File: src/rtl/el2_dccm_init_ctl_if.sv
// Core-to-DCCM bus bundle: core strobes, addresses and write data in, core_ready
// back, and the memory-side copy of the same signals out of the controller.
interface el2_dccm_init_ctl_if #(
  parameter int DCCM_BITS        = 16,
  parameter int DCCM_FDATA_WIDTH = 39
);
  logic                        core_wren;
  logic                        core_rden;
  logic [DCCM_BITS-1:0]        core_wr_addr_lo;
  logic [DCCM_BITS-1:0]        core_wr_addr_hi;
  logic [DCCM_BITS-1:0]        core_rd_addr_lo;
  logic [DCCM_BITS-1:0]        core_rd_addr_hi;
  logic [DCCM_FDATA_WIDTH-1:0] core_wr_data_lo;
  logic [DCCM_FDATA_WIDTH-1:0] core_wr_data_hi;
  logic                        core_ready;

  logic                        mem_wren;
  logic                        mem_rden;
  logic [DCCM_BITS-1:0]        mem_wr_addr_lo;
  logic [DCCM_BITS-1:0]        mem_wr_addr_hi;
  logic [DCCM_BITS-1:0]        mem_rd_addr_lo;
  logic [DCCM_BITS-1:0]        mem_rd_addr_hi;
  logic [DCCM_FDATA_WIDTH-1:0] mem_wr_data_lo;
  logic [DCCM_FDATA_WIDTH-1:0] mem_wr_data_hi;

  // master = LSU/core side; slave = the init controller sitting in front of the memory
  modport master (
    output core_wren, core_rden,
    output core_wr_addr_lo, core_wr_addr_hi, core_rd_addr_lo, core_rd_addr_hi,
    output core_wr_data_lo, core_wr_data_hi,
    input  core_ready,
    input  mem_wren, mem_rden,
    input  mem_wr_addr_lo, mem_wr_addr_hi, mem_rd_addr_lo, mem_rd_addr_hi,
    input  mem_wr_data_lo, mem_wr_data_hi
  );

  modport slave (
    input  core_wren, core_rden,
    input  core_wr_addr_lo, core_wr_addr_hi, core_rd_addr_lo, core_rd_addr_hi,
    input  core_wr_data_lo, core_wr_data_hi,
    output core_ready,
    output mem_wren, mem_rden,
    output mem_wr_addr_lo, mem_wr_addr_hi, mem_rd_addr_lo, mem_rd_addr_hi,
    output mem_wr_data_lo, mem_wr_data_hi
  );
endinterface

File: src/rtl/el2_dccm_init_ctl.sv
// DCCM front-end: walks the whole DCCM writing INIT_DATA two words per cycle,
// then passes core traffic straight through to the memory port.
module el2_dccm_init_ctl #(
  parameter int                          DCCM_BITS        = 16,
  parameter int                          DCCM_FDATA_WIDTH = 39,
  parameter logic [DCCM_FDATA_WIDTH-1:0] INIT_DATA        = '0,
  parameter bit                          AUTO_INIT        = 1'b1
) (
  input  logic                 clk,
  input  logic                 rst_l,
  input  logic                 init_req,
  output logic                 init_busy,
  output logic                 init_done,
  output logic                 req_dropped,
  el2_dccm_init_ctl_if.slave   bus
);

  // One count per 8-byte pair of words; DCCM_BITS must be >= 4 so this is >= 1 bit.
  localparam int CNT_W = DCCM_BITS - 3;

  typedef enum logic [1:0] {
    IDLE  = 2'd0,
    INIT  = 2'd1,
    READY = 2'd2
  } state_e;

  state_e           state_q, state_d;
  logic [CNT_W-1:0] cnt_q, cnt_d;
  logic             init_done_q, init_done_d;
  logic             req_dropped_q, req_dropped_d;
  logic             fwd;
  logic             walking;

  assign fwd            = (state_q == READY);
  assign walking        = (state_q == INIT);
  assign bus.core_ready = fwd;
  assign init_busy      = walking;
  assign init_done      = init_done_q;
  assign req_dropped    = req_dropped_q;

  // NOTE: state registers use non-blocking assignments so every flop samples
  // the pre-edge value of the others; blocking here would create ordering races.
  always_ff @(posedge clk or negedge rst_l) begin
    if (!rst_l) begin
      state_q       <= IDLE;
      cnt_q         <= '0;
      init_done_q   <= 1'b0;
      req_dropped_q <= 1'b0;
    end else begin
      state_q       <= state_d;
      cnt_q         <= cnt_d;
      init_done_q   <= init_done_d;
      req_dropped_q <= req_dropped_d;
    end
  end

  // NOTE: every signal driven in this block gets a default first, so no path
  // through the case leaves it unassigned and no latch is inferred.
  always_comb begin
    state_d       = state_q;
    cnt_d         = '0;
    init_done_d   = init_done_q;
    req_dropped_d = req_dropped_q | ((bus.core_wren | bus.core_rden) & ~fwd);

    unique case (state_q)
      IDLE: begin
        if (AUTO_INIT || init_req) begin
          state_d     = INIT;
          init_done_d = 1'b0;
        end
      end
      INIT: begin
        // init_req is deliberately ignored here: the walk never restarts.
        cnt_d = cnt_q + CNT_W'(1);
        if (&cnt_q) begin
          state_d     = READY;
          init_done_d = 1'b1;
        end
      end
      READY: begin
        if (init_req) begin
          state_d     = INIT;
          init_done_d = 1'b0;
        end
      end
      default: state_d = IDLE;
    endcase
  end

  always_comb begin
    bus.mem_wren       = 1'b0;
    bus.mem_rden       = 1'b0;
    bus.mem_wr_addr_lo = '0;
    bus.mem_wr_addr_hi = '0;
    bus.mem_rd_addr_lo = '0;
    bus.mem_rd_addr_hi = '0;
    bus.mem_wr_data_lo = '0;
    bus.mem_wr_data_hi = '0;

    if (walking) begin
      bus.mem_wren       = 1'b1;
      bus.mem_wr_addr_lo = {cnt_q, 3'b000};
      bus.mem_wr_addr_hi = {cnt_q, 3'b100};
      bus.mem_wr_data_lo = INIT_DATA;
      bus.mem_wr_data_hi = INIT_DATA;
    end else if (fwd) begin
      bus.mem_wren       = bus.core_wren;
      bus.mem_rden       = bus.core_rden;
      bus.mem_wr_addr_lo = bus.core_wr_addr_lo;
      bus.mem_wr_addr_hi = bus.core_wr_addr_hi;
      bus.mem_rd_addr_lo = bus.core_rd_addr_lo;
      bus.mem_rd_addr_hi = bus.core_rd_addr_hi;
      bus.mem_wr_data_lo = bus.core_wr_data_lo;
      bus.mem_wr_data_hi = bus.core_wr_data_hi;
    end
  end

endmodule

File: src/flat_wrapper.sv
// flat-port wrapper written by rule: the top's interface ports become plain ports
module el2_dccm_init_ctl_flat 
#(
  parameter int                          DCCM_BITS        = 16,
  parameter int                          DCCM_FDATA_WIDTH = 39,
  parameter logic [DCCM_FDATA_WIDTH-1:0] INIT_DATA        = '0,
  parameter bit                          AUTO_INIT        = 1'b1
)
  (clk, rst_l, init_req, init_busy, init_done, req_dropped, bus_core_wren, bus_core_rden, bus_core_wr_addr_lo, bus_core_wr_addr_hi, bus_core_rd_addr_lo, bus_core_rd_addr_hi, bus_core_wr_data_lo, bus_core_wr_data_hi, bus_core_ready, bus_mem_wren, bus_mem_rden, bus_mem_wr_addr_lo, bus_mem_wr_addr_hi, bus_mem_rd_addr_lo, bus_mem_rd_addr_hi, bus_mem_wr_data_lo, bus_mem_wr_data_hi);
  el2_dccm_init_ctl_if #(.DCCM_BITS(DCCM_BITS), .DCCM_FDATA_WIDTH(DCCM_FDATA_WIDTH)) bus_i ();
  input  logic clk;
  input  logic rst_l;
  input  logic init_req;
  output logic init_busy;
  output logic init_done;
  output logic req_dropped;
  input wire logic [$bits(bus_i.core_wren)-1:0] bus_core_wren;
  input wire logic [$bits(bus_i.core_rden)-1:0] bus_core_rden;
  input wire logic [$bits(bus_i.core_wr_addr_lo)-1:0] bus_core_wr_addr_lo;
  input wire logic [$bits(bus_i.core_wr_addr_hi)-1:0] bus_core_wr_addr_hi;
  input wire logic [$bits(bus_i.core_rd_addr_lo)-1:0] bus_core_rd_addr_lo;
  input wire logic [$bits(bus_i.core_rd_addr_hi)-1:0] bus_core_rd_addr_hi;
  input wire logic [$bits(bus_i.core_wr_data_lo)-1:0] bus_core_wr_data_lo;
  input wire logic [$bits(bus_i.core_wr_data_hi)-1:0] bus_core_wr_data_hi;
  output wire logic [$bits(bus_i.core_ready)-1:0] bus_core_ready;
  output wire logic [$bits(bus_i.mem_wren)-1:0] bus_mem_wren;
  output wire logic [$bits(bus_i.mem_rden)-1:0] bus_mem_rden;
  output wire logic [$bits(bus_i.mem_wr_addr_lo)-1:0] bus_mem_wr_addr_lo;
  output wire logic [$bits(bus_i.mem_wr_addr_hi)-1:0] bus_mem_wr_addr_hi;
  output wire logic [$bits(bus_i.mem_rd_addr_lo)-1:0] bus_mem_rd_addr_lo;
  output wire logic [$bits(bus_i.mem_rd_addr_hi)-1:0] bus_mem_rd_addr_hi;
  output wire logic [$bits(bus_i.mem_wr_data_lo)-1:0] bus_mem_wr_data_lo;
  output wire logic [$bits(bus_i.mem_wr_data_hi)-1:0] bus_mem_wr_data_hi;
  assign bus_i.core_wren = bus_core_wren;
  assign bus_i.core_rden = bus_core_rden;
  assign bus_i.core_wr_addr_lo = bus_core_wr_addr_lo;
  assign bus_i.core_wr_addr_hi = bus_core_wr_addr_hi;
  assign bus_i.core_rd_addr_lo = bus_core_rd_addr_lo;
  assign bus_i.core_rd_addr_hi = bus_core_rd_addr_hi;
  assign bus_i.core_wr_data_lo = bus_core_wr_data_lo;
  assign bus_i.core_wr_data_hi = bus_core_wr_data_hi;
  assign bus_core_ready = bus_i.core_ready;
  assign bus_mem_wren = bus_i.mem_wren;
  assign bus_mem_rden = bus_i.mem_rden;
  assign bus_mem_wr_addr_lo = bus_i.mem_wr_addr_lo;
  assign bus_mem_wr_addr_hi = bus_i.mem_wr_addr_hi;
  assign bus_mem_rd_addr_lo = bus_i.mem_rd_addr_lo;
  assign bus_mem_rd_addr_hi = bus_i.mem_rd_addr_hi;
  assign bus_mem_wr_data_lo = bus_i.mem_wr_data_lo;
  assign bus_mem_wr_data_hi = bus_i.mem_wr_data_hi;
  el2_dccm_init_ctl #(.DCCM_BITS(DCCM_BITS), .DCCM_FDATA_WIDTH(DCCM_FDATA_WIDTH), .INIT_DATA(INIT_DATA), .AUTO_INIT(AUTO_INIT)) u_core (.clk(clk), .rst_l(rst_l), .init_req(init_req), .init_busy(init_busy), .init_done(init_done), .req_dropped(req_dropped), .bus(bus_i));
endmodule
File: config.mk
export PLATFORM = sky130hd
export DESIGN_NAME = el2_dccm_init_ctl_flat
export DESIGN_NICKNAME = d
export VERILOG_FILES = /design/src/rtl/el2_dccm_init_ctl_if.sv /design/src/rtl/el2_dccm_init_ctl.sv /design/src/flat_wrapper.sv
export SDC_FILE = /design/constraint.sdc
export NUM_CORES = 1
export LEC_CHECK = 0
export BUFFER_PORTS_ARGS = -buffer_cell sky130_fd_sc_hd__clkbuf_2
export CORE_AREA = 2 2 113 115
export CTS_CLUSTER_DIAMETER = 30
export DETAILED_ROUTE_END_ITERATION = 7
export DIE_AREA = 0 0 115 117
export HOLD_SLACK_MARGIN = 0.15
export REMOVE_ABC_BUFFERS = 1
export SYNTH_ARGS = -nofsm -noshare
export SYNTH_HDL_FRONTEND = slang
export SYNTH_SLANG_ARGS = --single-unit
File: constraint.sdc
create_clock -name clk -period 1.9 [get_ports clk]
set_input_delay 0.095 -clock clk [delete_from_list [all_inputs] [get_ports clk]]
set_output_delay 0.095 -clock clk [all_outputs]
set_load 0.02 [all_outputs]
==> After elaboration in Yosys (flattened, before gate mapping) <==
Index checks and enable logic that the tools add are counted.
{ "classes": {"n_reduce_logical": 5, "n_eq_ne": 4, "muxes": 23, "bitwise": 4, "addsub": 1} }
{ "op_table": {"columns": ["operator", "n"], "rows": [
  ["two-way mux 39 bit", 4],
  ["two-way mux 16 bit", 8],
  ["adder 13 x 1 -> 13 bit, second input constant", 1],
  ["two-way mux 13 bit", 1],
  ["AND reduction 13 bit", 1],
  ["two-way mux 1 bit", 6],
  ["one-hot mux 2 bit (3 select lines)", 1],
  ["two-way mux 2 bit", 2],
  ["one-hot mux 1 bit (3 select lines)", 1],
  ["AND reduction 3 bit", 1],
  ["nonzero test 3 bit", 1],
  ["equality test 2 x 1 -> 1 bit, second input constant", 1],
  ["equality test 2 bit, second input constant", 1],
  ["zero test 2 bit", 1],
  ["inequality test 2 x 1 -> 1 bit, second input constant", 1],
  ["inequality test 2 bit, second input constant", 1],
  ["OR 1 bit", 2],
  ["AND reduction 2 bit", 1],
  ["bitwise AND 1 bit", 1],
  ["NOT 1 bit", 1]
]} }
{ "totals": {"ff_bits": 17, "wordCells": 41, "output_inout_bits": 148, "inputBits": 147} }

==> Longest topological paths before layout <==
{ "logic_depth": {"depth_word": 4, "mapped_depth": 5, "depth_no_buf": 4} }

==> Worst setup path before layout <==
Ideal clock, no wire load.
{ "synth_timing": {"path_type": "reg-to-output", "from": "register u_core.state_q[1]", "to": "output port bus_mem_wr_addr_hi[10]", "path_buffers": 1, "path_slack_ps": 415, "arrival_time_ps": 1390, "path_stages_with_launch": 5, "required_ps": 1805, "path_cell_list": "dfrtp_1 > nand2b_1 > clkinv_1 > clkbuf_1 > a22o_1"} }
{ "synth_via": {"elab_cells_between_ends": 4, "classes_between": "eq/ne (2); mux (2)"} }
{ "synth_lines": {"columns": ["item", "line_no", "source"], "rows": [
  ["start: declaration", "el2_dccm_init_ctl.sv:27", "state_e state_q, state_d;"],
  ["start signal: assignment", "el2_dccm_init_ctl.sv:50", "state_q <= state_d;"],
  ["equality test 2 x 1 -> 1 bit", "el2_dccm_init_ctl.sv:35", "assign walking = (state_q == INIT);"],
  ["named net init_busy", "flat_wrapper.sv:14", "output logic init_busy;"],
  ["two-way mux 16 bit", "el2_dccm_init_ctl.sv:100", "if (walking) begin"],
  ["end: declaration", "flat_wrapper.sv:29", "output wire logic [$bits(bus_i.mem_wr_addr_hi)-1:0] bus_mem_wr_addr_hi;"]
]} }
The timed path passes the listed nets, and every way through them passes these cells.

==> Worst setup path after layout <==
{ "layout_timing": {"from": "register u_core.state_q[0]", "to": "output port bus_mem_wr_addr_hi[4]"} }
{ "layout_via": {"elab_chain_len": 3, "elab_cells_between_ends": 4, "classes_between": "eq/ne (2); mux (2)"} }
{ "layout_rtl": {"columns": ["item", "line_no", "source"], "rows": [
  ["equality test 2 bit", "el2_dccm_init_ctl.sv:34", "assign fwd = (state_q == READY);"],
  ["two-way mux 16 bit", "el2_dccm_init_ctl.sv:106", "end else if (fwd) begin"],
  ["two-way mux 16 bit (*)", "el2_dccm_init_ctl.sv:100", null]
]} }
Mark *: on every way between the ends. The rest lies on a longest branch, timed or not.

==> results_dict.tcl <==
set metrics [dict create \
    status "completed" \
    die_w_um 115 \
    die_area_um2 13500 \
    rows 41 \
    ys_ff_latch 17 \
    fin_crit_ns 1.61 \
    cpPeakStageDelay_ns 0.41 \
    viasPerCell 3.98 \
    path_class "reg2out" \
    whs_ns 0.336 \
    synth_top_area_cell "and2_1" \
    initialDrtViolationCount 111 \
    final_cell_mix "clkbuf_2 (294), and2_1 (117), nand2_1 (37)" \
    grt_pass1_vias 2398 \
    slew_headroom_pct 68.6 \
    gr-total-overflow 0 \
    slowest_stage "dfrtp_1" \
    cts.sinks 17 \
    drc 0 \
    crit_chain "nor2b_4, buf_12, a22o_1, clkbuf_2" \
    clkLatencyLatePin_ns 0.25 \
    arrival_ns 1.52 \
    cts_tree "yes" \
    worstPathRequired_ns 1.80 \
    end_kind "primary output" \
    syn_avg_cell_area_um2 7.18 \
    setup_violations 0 \
    ioPinCount 295 \
    clockBufferDepth 2 \
    grt_max_degree 81 \
    finalCritPeriodShare_pct 85.0 \
    h-tree-depth 1 \
    worstMarginPinSlew_ns 0.471 \
    max_freq_ghz 0.619 \
    core_um2 12300 \
    p_per_area_nw_per_um2 263 \
    cts_hold_buf 4 \
    leakage_nw 2.21 \
    die_height_um 117 \
    yosys_warnings 0 \
    cts_resized 0 \
    synth_cell_type_count 29 \
    vias 2759 \
    setup_tns_ns 0 \
    nets 692 \
    drive_gt1_share_pct 56.2 \
    root_buffer "clkbuf_16" \
    yosysSeqAreaShare_pct 23.2 \
    reg2regPathDepth 4 \
    clk_pin_slew_ns 0.05 \
    yosys-top-cells-area "and2_1 (40%), dfrtp_1 (23%), nand2_1 (7.6%)" \
    wl_per_cell_um 14.9 \
    final_max_slew_viol_count 0 \
    fin_worst_skew_ns 0.00169 \
    worstHoldPathType "in2async" \
    ant_nets 0 \
    grt_pass1_wl_um 14000 \
    hpwl_um 8700 \
    initial_core_util_pct 14.9 \
    synth_top_area_share_pct 40.0 \
    area_growth_pct 96.9 \
    rrSetupSlack_ns 0.34 \
    synth_area_um2 1830 \
    post_cts_buffers 0 \
    rsz0062_at_grt "false" \
    place_congestion 0.809 \
    wl_um 10400 \
    syn_inst 255 \
    startpoint_type "flip-flop" \
    hold_viol_final 0 \
    antenna_found_initial 2 \
    io_buffer_count 294 \
    vdd_drop_max_v 0.000226 \
    grt.total_usage_pct 13.5 \
    dr.pass1.iters 4 \
    layout_commonest_cell "clkbuf_2" \
    maxCapViolCount 0 \
    numCtsBuffers 3 \
    path_max_fanout 80 \
]
[synthesized netlist by cell type]
master,instances
dfrtp_1,17
o21ai_0,6
nor2_1,5
nor4_1,2
nor4_2,1
ha_1,1
xnor2_1,2
mux2i_1,4
nor3_1,2
nand4_1,2
clkbuf_1,15
xor2_1,1
or4_1,1
clkinv_1,1
o21bai_1,1
nor2b_1,1
nand2_1,37
a21o_1,1
nand2b_1,3
o31ai_1,1
buf_2,4
a32o_1,2
inv_1,4
a22o_1,14
a21oi_1,4
or3_1,3
and2_1,117
nand3_4,1
nand3_1,2
[critical path: cells and delay by family, from the launching register on]
family | cells | cell delay (ns)
AND/OR/NAND/NOR | 1 | 0.18
flip-flops | 1 | 0.41
buffers and inverters | 2 | 0.45
AO/OA/AOI/OAI | 1 | 0.20
[state kept, by name (all words and copies together) (netlist names)]
name	flops
u_core.state_q	2
u_core.req_dropped	1
u_core.init_done	1
u_core.cnt_q	13
[layer usage]
layer | track usage (%) | part of all wire, %
met5 | 0 | 0.24
met4 | 1.85 | 0.46
met3 | 3.24 | 8.5
met2 | 22.0 | 47
met1 | 18.5 | 44
[metrics by stage]
step | power, W | util, % | cell area [um2] | std cells | setup slack, ns
2_1_floorplan | 0.000372 | - | 1750 | 236 | -2.81
3_3_place_gp | 0.000526 | 28.3 | 3480 | 685 | 0.369
3_5_place_dp | 0.000522 | 28.3 | 3480 | 685 | 0.359
4_1_cts | 0.000961 | 29.3 | 3600 | 693 | 0.261
5_1_grt | 0.000993 | 29.3 | 3600 | 693 | 0.137
6_report | 0.000948 | 29.3 | 3600 | 694 | 0.286
[area by class of cell]
cell class / instances / area [um2]
diodes: 1 / 2.50
clock buffers: 4 / 78.8
fillers: 1393 / 8710
inverters: 5 / 18.8
multi-input cells: 214 / 1320
flip-flops and latches: 17 / 425
well taps: 150 / 188
repair buffers: 303 / 1570
[report_power, final]
group	total [W]	switching, W	internal [W]
clock	0.000424	0.000139	0.000285
combinational	0.000162	0.0000496	0.000112
sequential	0.000362	0	0.000362
total	0.000948	0.000189	0.000759
[worst paths after layout]
kind / to / from
max: bus_mem_wr_addr_hi[4] / u_core.state_q[0]
min: u_core.cnt_q[6] / rst_l
max reg2reg: u_core.cnt_q[8] / u_core.cnt_q[0]
min reg2reg: u_core.req_dropped / u_core.req_dropped
max in group asynchronous: u_core.cnt_q[12] / rst_l
min in group clk: u_core.req_dropped / u_core.req_dropped
[cells by family after synthesis]
group | share of synthesized area (%)
flops | 23.2
simple gates | 55.5
fa+ha+maj | 0.683
buf+inv | 5.19
xor+xnor | 1.44
compound gates | 11.8
mux | 2.19
(Power assumes the default switching activity.)
